File: src/rtl/id_ex_stage.sv
// ID/EX pipeline register with operand select, load-use hazard detection and
// EX/MEM, MEM/WB operand forwarding (enabled by the ID_EX_FORWARDING_EN macro).
module id_ex_stage (
  input  logic        clk,
  input  logic        reset,
  input  logic        stall,
  input  logic        flush,
  input  logic        id_valid,
  input  logic [3:0]  id_alu_ctrl,
  input  logic [31:0] id_rs_data,
  input  logic [31:0] id_rt_data,
  input  logic [31:0] id_imm,
  input  logic        id_alu_src,
  input  logic [4:0]  id_sa,
  input  logic [4:0]  id_rs,
  input  logic [4:0]  id_rt,
  input  logic [4:0]  id_dst,
  input  logic        id_reg_write,
  input  logic        id_mem_read,
  input  logic        id_mem_write,
  input  logic        id_mem_to_reg,
  input  logic        exm_reg_write,
  input  logic [4:0]  exm_rd,
  input  logic [31:0] exm_result,
  input  logic        mwb_reg_write,
  input  logic [4:0]  mwb_rd,
  input  logic [31:0] mwb_data,
  output logic [3:0]  ALUControl,
  output logic [31:0] reg_A,
  output logic [31:0] reg_B,
  output logic [4:0]  sa,
  output logic [31:0] ex_store_data,
  output logic [4:0]  ex_dst,
  output logic        ex_reg_write,
  output logic        ex_mem_read,
  output logic        ex_mem_write,
  output logic        ex_mem_to_reg,
  output logic        ex_valid,
  output logic        load_use_stall
);

  typedef struct packed {
    logic [3:0]  alu_ctrl;
    logic [31:0] rs_data;
    logic [31:0] rt_data;
    logic [31:0] imm;
    logic        alu_src;
    logic [4:0]  sa;
    logic [4:0]  rs;
    logic [4:0]  rt;
    logic [4:0]  dst;
    logic        reg_write;
    logic        mem_read;
    logic        mem_write;
    logic        mem_to_reg;
    logic        valid;
  } id_ex_t;

  id_ex_t stage_reg;
  id_ex_t stage_next;
  id_ex_t id_fields;

  assign id_fields = '{
    alu_ctrl:   id_alu_ctrl,
    rs_data:    id_rs_data,
    rt_data:    id_rt_data,
    imm:        id_imm,
    alu_src:    id_alu_src,
    sa:         id_sa,
    rs:         id_rs,
    rt:         id_rt,
    dst:        id_dst,
    reg_write:  id_reg_write,
    mem_read:   id_mem_read,
    mem_write:  id_mem_write,
    mem_to_reg: id_mem_to_reg,
    valid:      id_valid
  };

`ifdef ID_EX_FORWARDING_EN
  // A load in EX whose result a decoding instruction needs cannot be forwarded
  // in time; a taken branch kills the decode slot, so no hazard then.
  assign load_use_stall = ~flush & id_valid & stage_reg.valid & stage_reg.mem_read &
                          (stage_reg.dst != 5'd0) &
                          ((stage_reg.dst == id_rs) | (stage_reg.dst == id_rt));
`else
  assign load_use_stall = 1'b0;
`endif

  // Bubble = all-zero record, so every control bit and valid drop together.
  always_comb begin
    stage_next = stage_reg;
    if (flush) begin
      stage_next = '0;
    end else if (stall) begin
      stage_next = stage_reg;
    end else if (load_use_stall) begin
      stage_next = '0;
    end else begin
      stage_next = id_fields;
    end
  end

  always_ff @(posedge clk or posedge reset) begin
    if (reset) begin
      stage_reg <= '0;
    end else begin
      stage_reg <= stage_next;
    end
  end

  // Operand 0 is rs, operand 1 is rt; both share the same forwarding network.
  logic [1:0][4:0]  src_idx;
  logic [1:0][31:0] src_data;
  logic [1:0][31:0] fwd_data;

  assign src_idx[0]  = stage_reg.rs;
  assign src_idx[1]  = stage_reg.rt;
  assign src_data[0] = stage_reg.rs_data;
  assign src_data[1] = stage_reg.rt_data;

  genvar gi;
  generate
    for (gi = 0; gi < 2; gi++) begin : g_fwd
`ifdef ID_EX_FORWARDING_EN
      logic exm_hit;
      logic mwb_hit;
      assign exm_hit = exm_reg_write & (exm_rd != 5'd0) & (exm_rd == src_idx[gi]);
      assign mwb_hit = mwb_reg_write & (mwb_rd != 5'd0) & (mwb_rd == src_idx[gi]);
      // EX/MEM is the younger producer, so it wins over MEM/WB.
      assign fwd_data[gi] = exm_hit ? exm_result :
                            mwb_hit ? mwb_data   : src_data[gi];
`else
      assign fwd_data[gi] = src_data[gi];
`endif
    end
  endgenerate

`ifndef ID_EX_FORWARDING_EN
  // Without forwarding the bypass inputs and source indices have no consumer.
  logic unused_fwd;
  assign unused_fwd = ^{exm_reg_write, exm_rd, exm_result,
                        mwb_reg_write, mwb_rd, mwb_data, src_idx};
`endif

  assign ALUControl    = stage_reg.alu_ctrl;
  assign sa            = stage_reg.sa;
  assign reg_A         = fwd_data[0];
  assign ex_store_data = fwd_data[1];
  assign reg_B         = stage_reg.alu_src ? stage_reg.imm : fwd_data[1];
  assign ex_dst        = stage_reg.dst;
  assign ex_reg_write  = stage_reg.reg_write;
  assign ex_mem_read   = stage_reg.mem_read;
  assign ex_mem_write  = stage_reg.mem_write;
  assign ex_mem_to_reg = stage_reg.mem_to_reg;
  assign ex_valid      = stage_reg.valid;

endmodule

File: config.mk
export PLATFORM = sky130hd
export DESIGN_NAME = id_ex_stage
export DESIGN_NICKNAME = d
export VERILOG_FILES = /design/src/rtl/id_ex_stage.sv
export SDC_FILE = /design/constraint.sdc
export NUM_CORES = 1
export LEC_CHECK = 0
export BUFFER_PORTS_ARGS = -buffer_cell sky130_fd_sc_hd__buf_2
export CORE_AREA = 2 2 126 128
export DETAILED_ROUTE_END_ITERATION = 12
export DIE_AREA = 0 0 128 130
export PLACE_DENSITY_LB_ADDON = 0.15
export SYNTH_ARGS = -nofsm -noshare
export SYNTH_HDL_FRONTEND = slang
export SYNTH_SLANG_ARGS = --single-unit
export TNS_END_PERCENT = 10
File: constraint.sdc
create_clock -name clk -period 9.35 [get_ports clk]
set_input_delay 0.4675 -clock clk [delete_from_list [all_inputs] [get_ports clk]]
set_output_delay 0.4675 -clock clk [all_outputs]
set_load 0.01 [all_outputs]
; Yosys cells after proc, flatten, opt, wreduce, memory -nomap -nowiden
; Index checks and enable logic that the tools add are counted.
[totals]
register_bits = 116
latch_bits = 0
mem_bits_rw = 0
mem_bits_ro = 0
inputBits = 206
memories = 0
[op_classes]
addsub = 0
multipliers = 0
div_mod_pow = 0
order_cmp = 0
eq_ne = 1
shift = 0
n_mux = 3
n_bitwise = 0
n_reduce_logical = 0
[ops]
columns = cell, count
row1 = 126-bit two-way mux, 2
row2 = 32-bit two-way mux, 1
row3 = "2-bit by 1-bit inequality test with 1-bit output, second input constant", 1

; Longest topological paths before layout
; Gate-level depths: netlist of run 1.
[logic_depth]
word_depth = 2
ltp_mapped = 5
mapped_depth_nobuf = 2

; Least setup slack after synthesis of run 1
; OpenSTA, ideal clock, no wires.
[synth_timing]
path_type = register -> output
start = reg stage_reg[25] (netlist name)
end = out reg_B[10]
arrival_time_ns = 1.017
required_time_ns = 8.883
path_slack_ns = 7.865
path_stages_with_launch = 4
n_path_buf = 2
cell_sequence = dfrtp_1 > buf_2 > buf_2 > mux2_2
[synth_between]
elab_chain_cells = 1
[synth_rtl]
columns = element, line_no
row1 = "start, declared", 59  ; id_ex_t stage_reg;
row2 = "start signal, assigned", 108  ; stage_reg <= stage_next;
row3 = 32-bit two-way mux, 150  ; assign reg_B = stage_reg.alu_src ? stage_reg.imm : fwd_data[1];
row4 = "end, declared", 30  ; output logic [31:0] reg_B,
; No other way between the ends.

; Worst setup path in the final report of run 1
[layout_timing]
start = reg stage_reg[25] (netlist name)
end = out reg_B[0]
; Same word-level chain as after synthesis.

==> results of run 1 <==
## final timing paths
kind                                start                end  slack (ns)  cells after the start
hold / removal                      reset          reg_A[11]        0.14                      2
min in group clk           id_rt_data[23]  ex_store_data[23]        0.30                      3
max in group asynchronous           reset       ex_mem_write        7.86                      3
setup / recovery            stage_reg[25]           reg_B[0]        6.94                      3
hold reg to reg             stage_reg[57]      stage_reg[57]        0.52                      2
setup reg to reg            stage_reg[25]      stage_reg[25]        8.46                      2
## synthesized netlist by cell type
cell type | count | share of area
nor2_1 | 116 | 0.077
clkbuf_1 | 11 | 0.0073
inv_1 | 1 | 0.00066
buf_4 | 88 | 0.12
buf_6 | 1 | 0.0020
conb_1 | 1 | 0.00066
mux2_2 | 32 | 0.064
dfrtp_1 | 116 | 0.51
buf_8 | 4 | 0.011
mux2i_1 | 116 | 0.20
buf_2 | 5 | 0.0044
## cell type report
class | instances | area share
antenna | 1 | 0.000363
clock buffer | 22 | 0.0717
clock inverter | 9 | 0.0113
inverter | 1 | 0.000907
multi-input combinational | 265 | 0.284
sequential | 116 | 0.421
tap | 192 | 0.0348
timing repair buffer | 238 | 0.175
## stage by stage
step / utilization / worst slack, ns / cell area (um^2)
after floorplan: - / 5.81 / 5670
after global placement: 0.410 / 6.88 / 6320
after detailed placement: 0.410 / 6.83 / 6320
after CTS: 0.447 / 6.90 / 6890
after global routing: 0.447 / 6.83 / 6890
final: 0.447 / 6.94 / 6890
## logic make-up after synthesis
kind of cell | count (synthesis) | share of synthesized area
buffers and inverters | 110 | 0.142
AND/OR/NAND/NOR | 116 | 0.0769
flip-flops | 116 | 0.512
other | 1 | 0.000662
multiplexers | 148 | 0.269
## routing by layer
layer / vias to the layer above / share of wire
met5: - / 0
met4: 0 / 0.021
met3: 17 / 0.082
met2: 149 / 0.46
met1: 1867 / 0.44
li1: 1835 / -
## worst max-delay path, delay by kind of cell, from the launching register on
| family | cells | cell delay [ns] |
|---|---|---|
| buffers and inverters | 2 | 0.59 |
| multiplexers | 1 | 0.39 |
| flip-flops | 1 | 0.54 |
## power by group through the flow
stage	clock [mW]	sequential, mW	combinational [mW]
floorplan	0	0.552	0.129
global placement	0	0.555	0.167
detailed placement	0	0.557	0.169
CTS	0.636	0.548	0.170
global route	0.663	0.552	0.185
finish	0.619	0.548	0.166
==> out/results.ini, run 1 <==
[final_layout]
final_cell_mix = 232 x buf_2, 116 x dfrtp_1, 116 x mux2i_1, 116 x nor2_1, 32 x mux2_2
final_common_cell = buf_2
multi_input_area_mm2 = 0.00196
drive_above_1_share = 0.464
seqCellArea_mm2 = 0.00290
nFillCells = 1510
synthToLayoutAreaGrowth_pct = 21.7
stdcell_count = 844
largest_reg_flops = 33
finalNetCount = 845

[synth]
synth_seq_area_share = 0.512
yosysWarnings = 0
syn_inst = 491
syn-num-nets = 697
synth.distinct_cells = 11
netlist_area_mm2 = 0.00567
synth.avg_cell_area_um2 = 11.5
ys_ff_latch = 116

[global_routing]
grtUsageMet2 = 0.245
first_global_vias = 4001
grt_use_met1 = 0.211
antenna_found_initial = 1
grtUsageTotal = 0.164
top_usage_layer = met2
met3_usage = 0.0586
grt_first_pass_wirelength_um = 20900
grt_max_degree = 95
grt-ovfl-total = 0

[floorplan]
core.rowCount = 46
dieWidth_um = 128
die_area_mm2 = 0.0166
coreArea_mm2 = 0.0154
initial_core_util = 0.367
pin_count = 322
die_h_um = 130

[pwr]
power.leakage_nw = 3.95
p_sw_mw = 0.329
swShare = 0.246
cellPowerDensity_mw_per_mm2 = 193
p_int_mw = 1.01
power_frac_seq = 0.411
vdd_drop_max_mv = 0.108
power_mw = 1.33
p_clk_frac = 0.464
p_comb_frac = 0.125

[cts]
cts_resized = 0
cts_max_level = 4
cts_tree = done
numCtsBuffers = 17
clock_path_buffers = 2
holdBufCountCts = 0
clock_latency_ns = 0.41
post-cts-setup-buffers = 0
cts_sinks = 116
clockRootBuffer = clkbuf_16
path_clk_slew_ns = 0.05

[min_path]
hold_class = input pin to asynchronous set/reset pin

[placed_design]
dp_hpwl_um = 9120
dpl.cell_count = 812
routabilityCongestion = 0.760
io_buffer_count = 234

[timing]
tns_ns = 0
slew_headroom = 0.326
finalCritPeriodShare = 0.258
setup_viol = 0
worst_slew_pin_slew_ns = 1.01
skew_ns = 0
fmax_ghz = 0.415
rsz0062_at_grt = no
timing.hold.ws_ns = 0.138
hold_viol_final = 0
maxSlewViolCount = 0
period_minus_slack_ns = 2.41

[setup_path]
crit_type = flip-flop to output pin
startpoint_type = flip-flop
worstPathArrival_ns = 1.94
required_ns = 8.88
end_kind = output pin
crit_path_max_fanout = 26
cpMaxStageDelayCell = dfrtp_1
max_stage_delay_ns = 0.54
critical_path.cell_chain = buf_4, mux2_2, buf_2

[drt]
drt_wl_total_um = 13300
antenna_left = 0
drtPass1Iterations = 4
vias_per_cell = 4.58
dr.first_iter.drc_count = 166
wire_per_inst_um = 15.7
drc_errors = 0
via_count = 3868

[job]
maxCapViolCount = 0

[run_status]
status = complete, no violations

No activity file was read; power rests on OpenSTA's default activity.
==> run 2: changes to the inputs <==
- ABC_AREA: unset -> 1
- CORE_AREA: 2 2 126 128 -> 2 2 123 125
- DIE_AREA: 0 0 128 130 -> 0 0 125 127
- clock period: 9.35 -> 2.5 ns (I/O delays scaled with it)
==> run 2 against run 1 <==
Worst hold slack got worse by 0.011 ns. Synthesized cell count grew 40%. Register-to-register slack worse by 6.9 ns. Synthesized area fell by 0.66%. Sequential power rose to 3.8 times the previous value. Final cell count up 35%. Clock power rose to 4.1 times the previous value. Critical endpoint unchanged. Largest cell class unchanged. Highest routed layer unchanged.
==> out/results.ini, run 2 <==
[floorplan]
dieWidth_um = 125
initial_core_util = 0.390
pin_count = 322
core.rowCount = 44
coreArea_mm2 = 0.0144
die_h_um = 127
die_area_mm2 = 0.0159

[synth]
postSynth.topFlopCell = dfrtp_1
netlist.area_leader.share = 0.516
synth_fa_ha_area_frac = 0
async_reset_ff_frac = 1.00
ys_ff_latch = 116
synth_edf_count = 0
synthMuxAreaShare = 0
synth_top_family_by_area = simple AND/OR/NAND/NOR gates
synth.avg_cell_area_um2 = 8.19
yosysMostFrequentCell = nand2_1
syn_inst = 687
synth_seq_area_share = 0.516
synth.distinct_cells = 13
yosysWarnings = 0
synth-xor-area-share = 0
yosys-top-cells-area = dfrtp_1 52%, nand2_1 18%, buf_4 11%
synthTopCellsByCount = 264 x nand2_1, 116 x dfrtp_1, 116 x nand3_1
syn-num-nets = 893
synth-simple-area-share = 0.283
synth_compound_area_frac = 0.0285
synth_area_leader_cell = dfrtp_1
netlist_area_mm2 = 0.00563

[setup_path]
worstPathArrival_ns = 1.66
end_kind = output pin
reg2reg_slack_ns = 1.59
crit_path_max_fanout = 42
max_stage_delay_ns = 0.63
critical_path.cell_chain = buf_12, nand2_1, o21ai_0, buf_2
cpLargestDelayFamily = flip-flops
crit_buf_inv = 2
cp-endpoint = reg_B[0]
startpoint_type = flip-flop
required_ns = 2.38
startpoint = stage_reg[25]
reg2reg_depth = 2
r2r_start = stage_reg[25]
cp_num_cells = 4
crit_type = flip-flop to output pin
r2r_end = stage_reg[25]
cpMaxStageDelayCell = dfrtp_2

[final_layout]
n_antenna_cell = 0
final_cell_mix = 264 x nand2_1, 233 x buf_2, 117 x dlygate4sd3_1
synthToLayoutAreaGrowth_pct = 43.9
finalNetCount = 1149
final_common_cell = nand2_1
largest_reg_flops = 33
drive_above_1_share = 0.289

[drt]
drt_wl_total_um = 15900
dr.first_iter.drc_count = 244
wire_per_inst_um = 13.9
antenna_left = 0
vias_per_cell = 4.67
drc_errors = 0
via_count = 5318
drtPass1Iterations = 6

[global_routing]
antenna_found_initial = 0
grt_first_pass_wirelength_um = 25800
first_global_vias = 5273
grt_max_degree = 117
grtUsageTotal = 0.201
grt-ovfl-total = 0

[pwr]
p_int_mw = 4.03
p_clk_frac = 0.477
swShare = 0.238
cellPowerDensity_mw_per_mm2 = 653
vdd_drop_max_mv = 0.386
p_comb_frac = 0.134
p_sw_mw = 1.26
power.leakage_nw = 4.55
power_frac_seq = 0.389

[cts]
clock_path_buffers = 2
clockRootBuffer = clkbuf_16
post-cts-setup-buffers = 0
cts_max_level = 4
path_clk_slew_ns = 0.05
cts_sinks = 116
cts_tree = done
clock_latency_ns = 0.40
numCtsBuffers = 17

[job]
maxCapViolCount = 0

[timing]
timing.final.ws_setup_ns = 0.712
period_minus_slack_ns = 1.79
setup_viol = 0
tns_ns = 0
hold_viol_final = 0
slew_headroom = 0.573
worst_slew_pin_slew_ns = 0.641
fmax_ghz = 0.559
finalCritPeriodShare = 0.715
rsz0062_at_grt = no
maxSlewViolCount = 0
skew_ns = 0

[min_path]
hold_path.startpoint = flush
hold_class = input pin to flip-flop

[placed_design]
io_buffer_count = 234
dp_hpwl_um = 9640
routabilityCongestion = 0.805
post-place-ws_ns = 0.942

[run_status]
status = complete, no violations

run 2: changes by cell type after synthesis, moves of 4 or more:
cell | before | now
buf_8 | 4 | 0
buf_6 | 1 | 5
mux2_2 | 32 | 0
o21ai_0 | 0 | 32
inv_1 | 1 | 33
nand3_1 | 0 | 116
mux2i_1 | 116 | 0
nand2_1 | 0 | 264
clkbuf_1 | 11 | 15
nor2_1 | 116 | 0
buf_2 | 5 | 16
run 2: per-stage QoR:
step           hold WS, ns  power [mW]  utilization  cells  cell area [um^2]
6_report             0.127        5.29        0.562   1139              8100
5_1_grt              0.140        5.53        0.562   1139              8100
2_1_floorplan        0.235        2.47            -    687              5630
3_3_place_gp         0.319        2.64        0.438    991              6310
3_5_place_dp         0.323        2.65        0.438    991              6310
4_1_cts              0.116        5.36        0.562   1139              8100
run 2: timing repair:
action                    CTS  global route
resized for setup           0             0
hold buffers              117             0
hold endpoints to repair  232             0
run 2: power groups by stage:
stage / Sequential [mW] / Clock (mW) / Combinational, mW
3_5_place_dp: 2.08 / 0 / 0.568
5_1_grt: 2.07 / 2.68 / 0.782
4_1_cts: 2.05 / 2.59 / 0.711
2_1_floorplan: 2.07 / 0 / 0.402
3_3_place_gp: 2.08 / 0 / 0.561
6_report: 2.06 / 2.53 / 0.707
run 2: how the worst min path moves through the flow:
stage / end / slack (ns) / cells after the start
4_1_cts: stage_reg[31] / 0.12 / 4
5_1_grt: ALUControl[2] / 0.14 / 4
3_5_place_dp: ALUControl[2] / 0.32 / 3
6_report: stage_reg[25] / 0.13 / 4
3_3_place_gp: reg_A[6] / 0.32 / 3
2_1_floorplan: ALUControl[0] / 0.23 / 2
run 2: final cells by class:
type                    count  area [um^2]
inverters                  34          133
well taps                 184          230
repair buffers            360         2460
fillers                  1302         6320
flip-flops and latches    116         2900
clock buffers              21          460
clock inverters            10          155
multi-input cells         414         1760
run 2: worst min-delay path, cell delays in order:
cell	delay (ns)
buf_2	0.15
nor2_8	0.11
nand2_1	0.07
nand2_1	0.04
run 2: layer usage:
metal	track usage	vias to the layer above	routed length (um)	share of wire
li1	-	2591	-	-
met2	0.330	201	7560	0.48
met4	0.0765	0	294	0.019
met1	0.259	2501	6940	0.44
met5	0	-	0	0
met3	0.0498	25	1080	0.068
run 2: kinds of logic after synthesis:
logic type / after synthesis
AND/OR/NAND/NOR: 381
buffers and inverters: 157
flip-flops: 116
AO/OA/AOI/OAI: 32
other: 1
==> run 3: changes to the inputs <==
- CORE_AREA: 2 2 123 125 -> unset
- CORE_ASPECT_RATIO: unset -> 0.7
- CORE_MARGIN: unset -> 1.5
- CORE_UTILIZATION: unset -> 40
- DIE_AREA: 0 0 125 127 -> unset
- clock period: 2.5 -> 1.55 ns (I/O delays scaled with it)
==> run 3 against run 2 <==
Via count shrank 1.3%. Global-route usage grew 0.42 points. Register-to-register slack lost 0.89 ns. Total power grew 55%. Largest cell class unchanged. Largest power group unchanged.
==> out/results.ini, run 3 (same netlist as run 2, synthesis figures left out) <==
[global_routing]
grt_max_degree = 78
grt-ovfl-total = 0
first_global_vias = 4902
grt_use_met1 = 0.270
grtUsageTotal = 0.205
antenna_found_initial = 0
top_usage_layer = met2
grt_first_pass_wirelength_um = 23600
grtUsageMet2 = 0.318
met3_usage = 0.0539

[timing]
finalCritPeriodShare = 0.942
hold_viol_final = 0
rsz0062_at_grt = no
skew_ns = 0
period_minus_slack_ns = 1.46
maxSlewViolCount = 0
tns_ns = 0
setup_viol = 0
fmax_ghz = 0.685
timing.final.ws_setup_ns = 0.0905

[drt]
wire_per_inst_um = 13.1
drc_errors = 0
drt_wl_total_um = 15000
drtPass1Iterations = 5
antenna_left = 0
via_count = 5249
dr.first_iter.drc_count = 259
vias_per_cell = 4.58

[setup_path]
crit_path_max_fanout = 38
end_kind = output pin
crit_type = flip-flop to output pin
cpLargestDelayFamily = flip-flops
max_stage_delay_ns = 0.42
startpoint_type = flip-flop
cpMaxStageDelayCell = dfrtp_2
crit_buf_inv = 2
critical_path.cell_chain = buf_8, o21ai_0, buf_2
required_ns = 1.47
worstPathArrival_ns = 1.38

[floorplan]
initial_core_util = 0.407
core.rowCount = 36
die_area_mm2 = 0.0148
die_h_um = 102
coreArea_mm2 = 0.0138
dieWidth_um = 145
pin_count = 322

[placed_design]
dp_hpwl_um = 9110
io_buffer_count = 234
routabilityCongestion = 0.742
post-place-ws_ns = 0.424

[cts]
post-cts-setup-buffers = 0
clock_path_buffers = 2
cts_tree = done
clockRootBuffer = clkbuf_16
numCtsBuffers = 17
clock_latency_ns = 0.40
path_clk_slew_ns = 0.05
cts_sinks = 116
cts_max_level = 4

[final_layout]
drive_above_1_share = 0.289
final_cell_mix = 264 x nand2_1, 233 x buf_2, 117 x dlygate4sd3_1
final_common_cell = nand2_1
nFillCells = 1191
finalNetCount = 1151
post-route-util = 0.586
n_antenna_cell = 0
largest_reg_flops = 33
synthToLayoutAreaGrowth_pct = 44.1

[job]
maxCapViolCount = 0

[min_path]
hold_class = input pin to flip-flop

[pwr]
cellPowerDensity_mw_per_mm2 = 1010
vdd_drop_max_mv = 0.721
power.leakage_nw = 4.56

[run_status]
status = complete, no violations

[run 3: final timing paths]
check	cells after the start	from	end	slack [ns]
setup reg to reg	3	stage_reg[25]	stage_reg[25]	0.70
hold / removal	4	stall	stage_reg[56]	0.20
hold reg to reg	2	reg_A[15]	reg_A[15]	0.50
min in group asynchronous	4	reset	ex_valid	0.31
setup / recovery	3	stage_reg[25]	reg_B[9]	0.09
max in group asynchronous	4	reset	reg_A[8]	0.83
[run 3: area by class of cell]
class	instances	area, um^2	area share
well taps	190	238	0.0293
clock buffers	26	519	0.0640
flip-flops and latches	116	2900	0.358
inverters	34	133	0.0164
repair buffers	362	2510	0.310
clock inverters	4	45.0	0.00556
multi-input cells	414	1760	0.217
[run 3: report_power, final]
group | internal, mW | switching [mW] | total, mW
Combinational | 0.558 | 0.600 | 1.16
Sequential | 3.20 | 0.101 | 3.30
Clock | 2.43 | 1.29 | 3.73
[run 3: routing by layer]
metal,vias to the layer above,part of all wire
met5,-,0
met1,2458,0.45
met4,0,0.018
li1,2587,-
met2,179,0.48
met3,25,0.060
[run 3: repair_timing]
action                                  4_1_cts  5_1_grt
endpoints found under the setup margin        3        8
gates cloned                                  0        0
hold buffers                                117        0
gates resized for setup                       1        6
hold endpoints to repair                    232        0
[run 3: tightest hold or removal path, cell delays in order]
cell and delay (ns):
buf_4 0.15, buf_12 0.17, nand3_1 0.10, nand2_1 0.05
[run 3: metrics by stage]
step / total power, mW / cells / instance area [um^2] / hold WS, ns
5_1_grt: 8.57 / 1146 / 8110 / 0.201
4_1_cts: 8.28 / 1146 / 8100 / 0.190
2_1_floorplan: 3.98 / 687 / 5630 / 0.187
3_5_place_dp: 4.28 / 999 / 6360 / 0.205
6_report: 8.19 / 1146 / 8110 / 0.198
3_3_place_gp: 4.26 / 999 / 6360 / 0.203
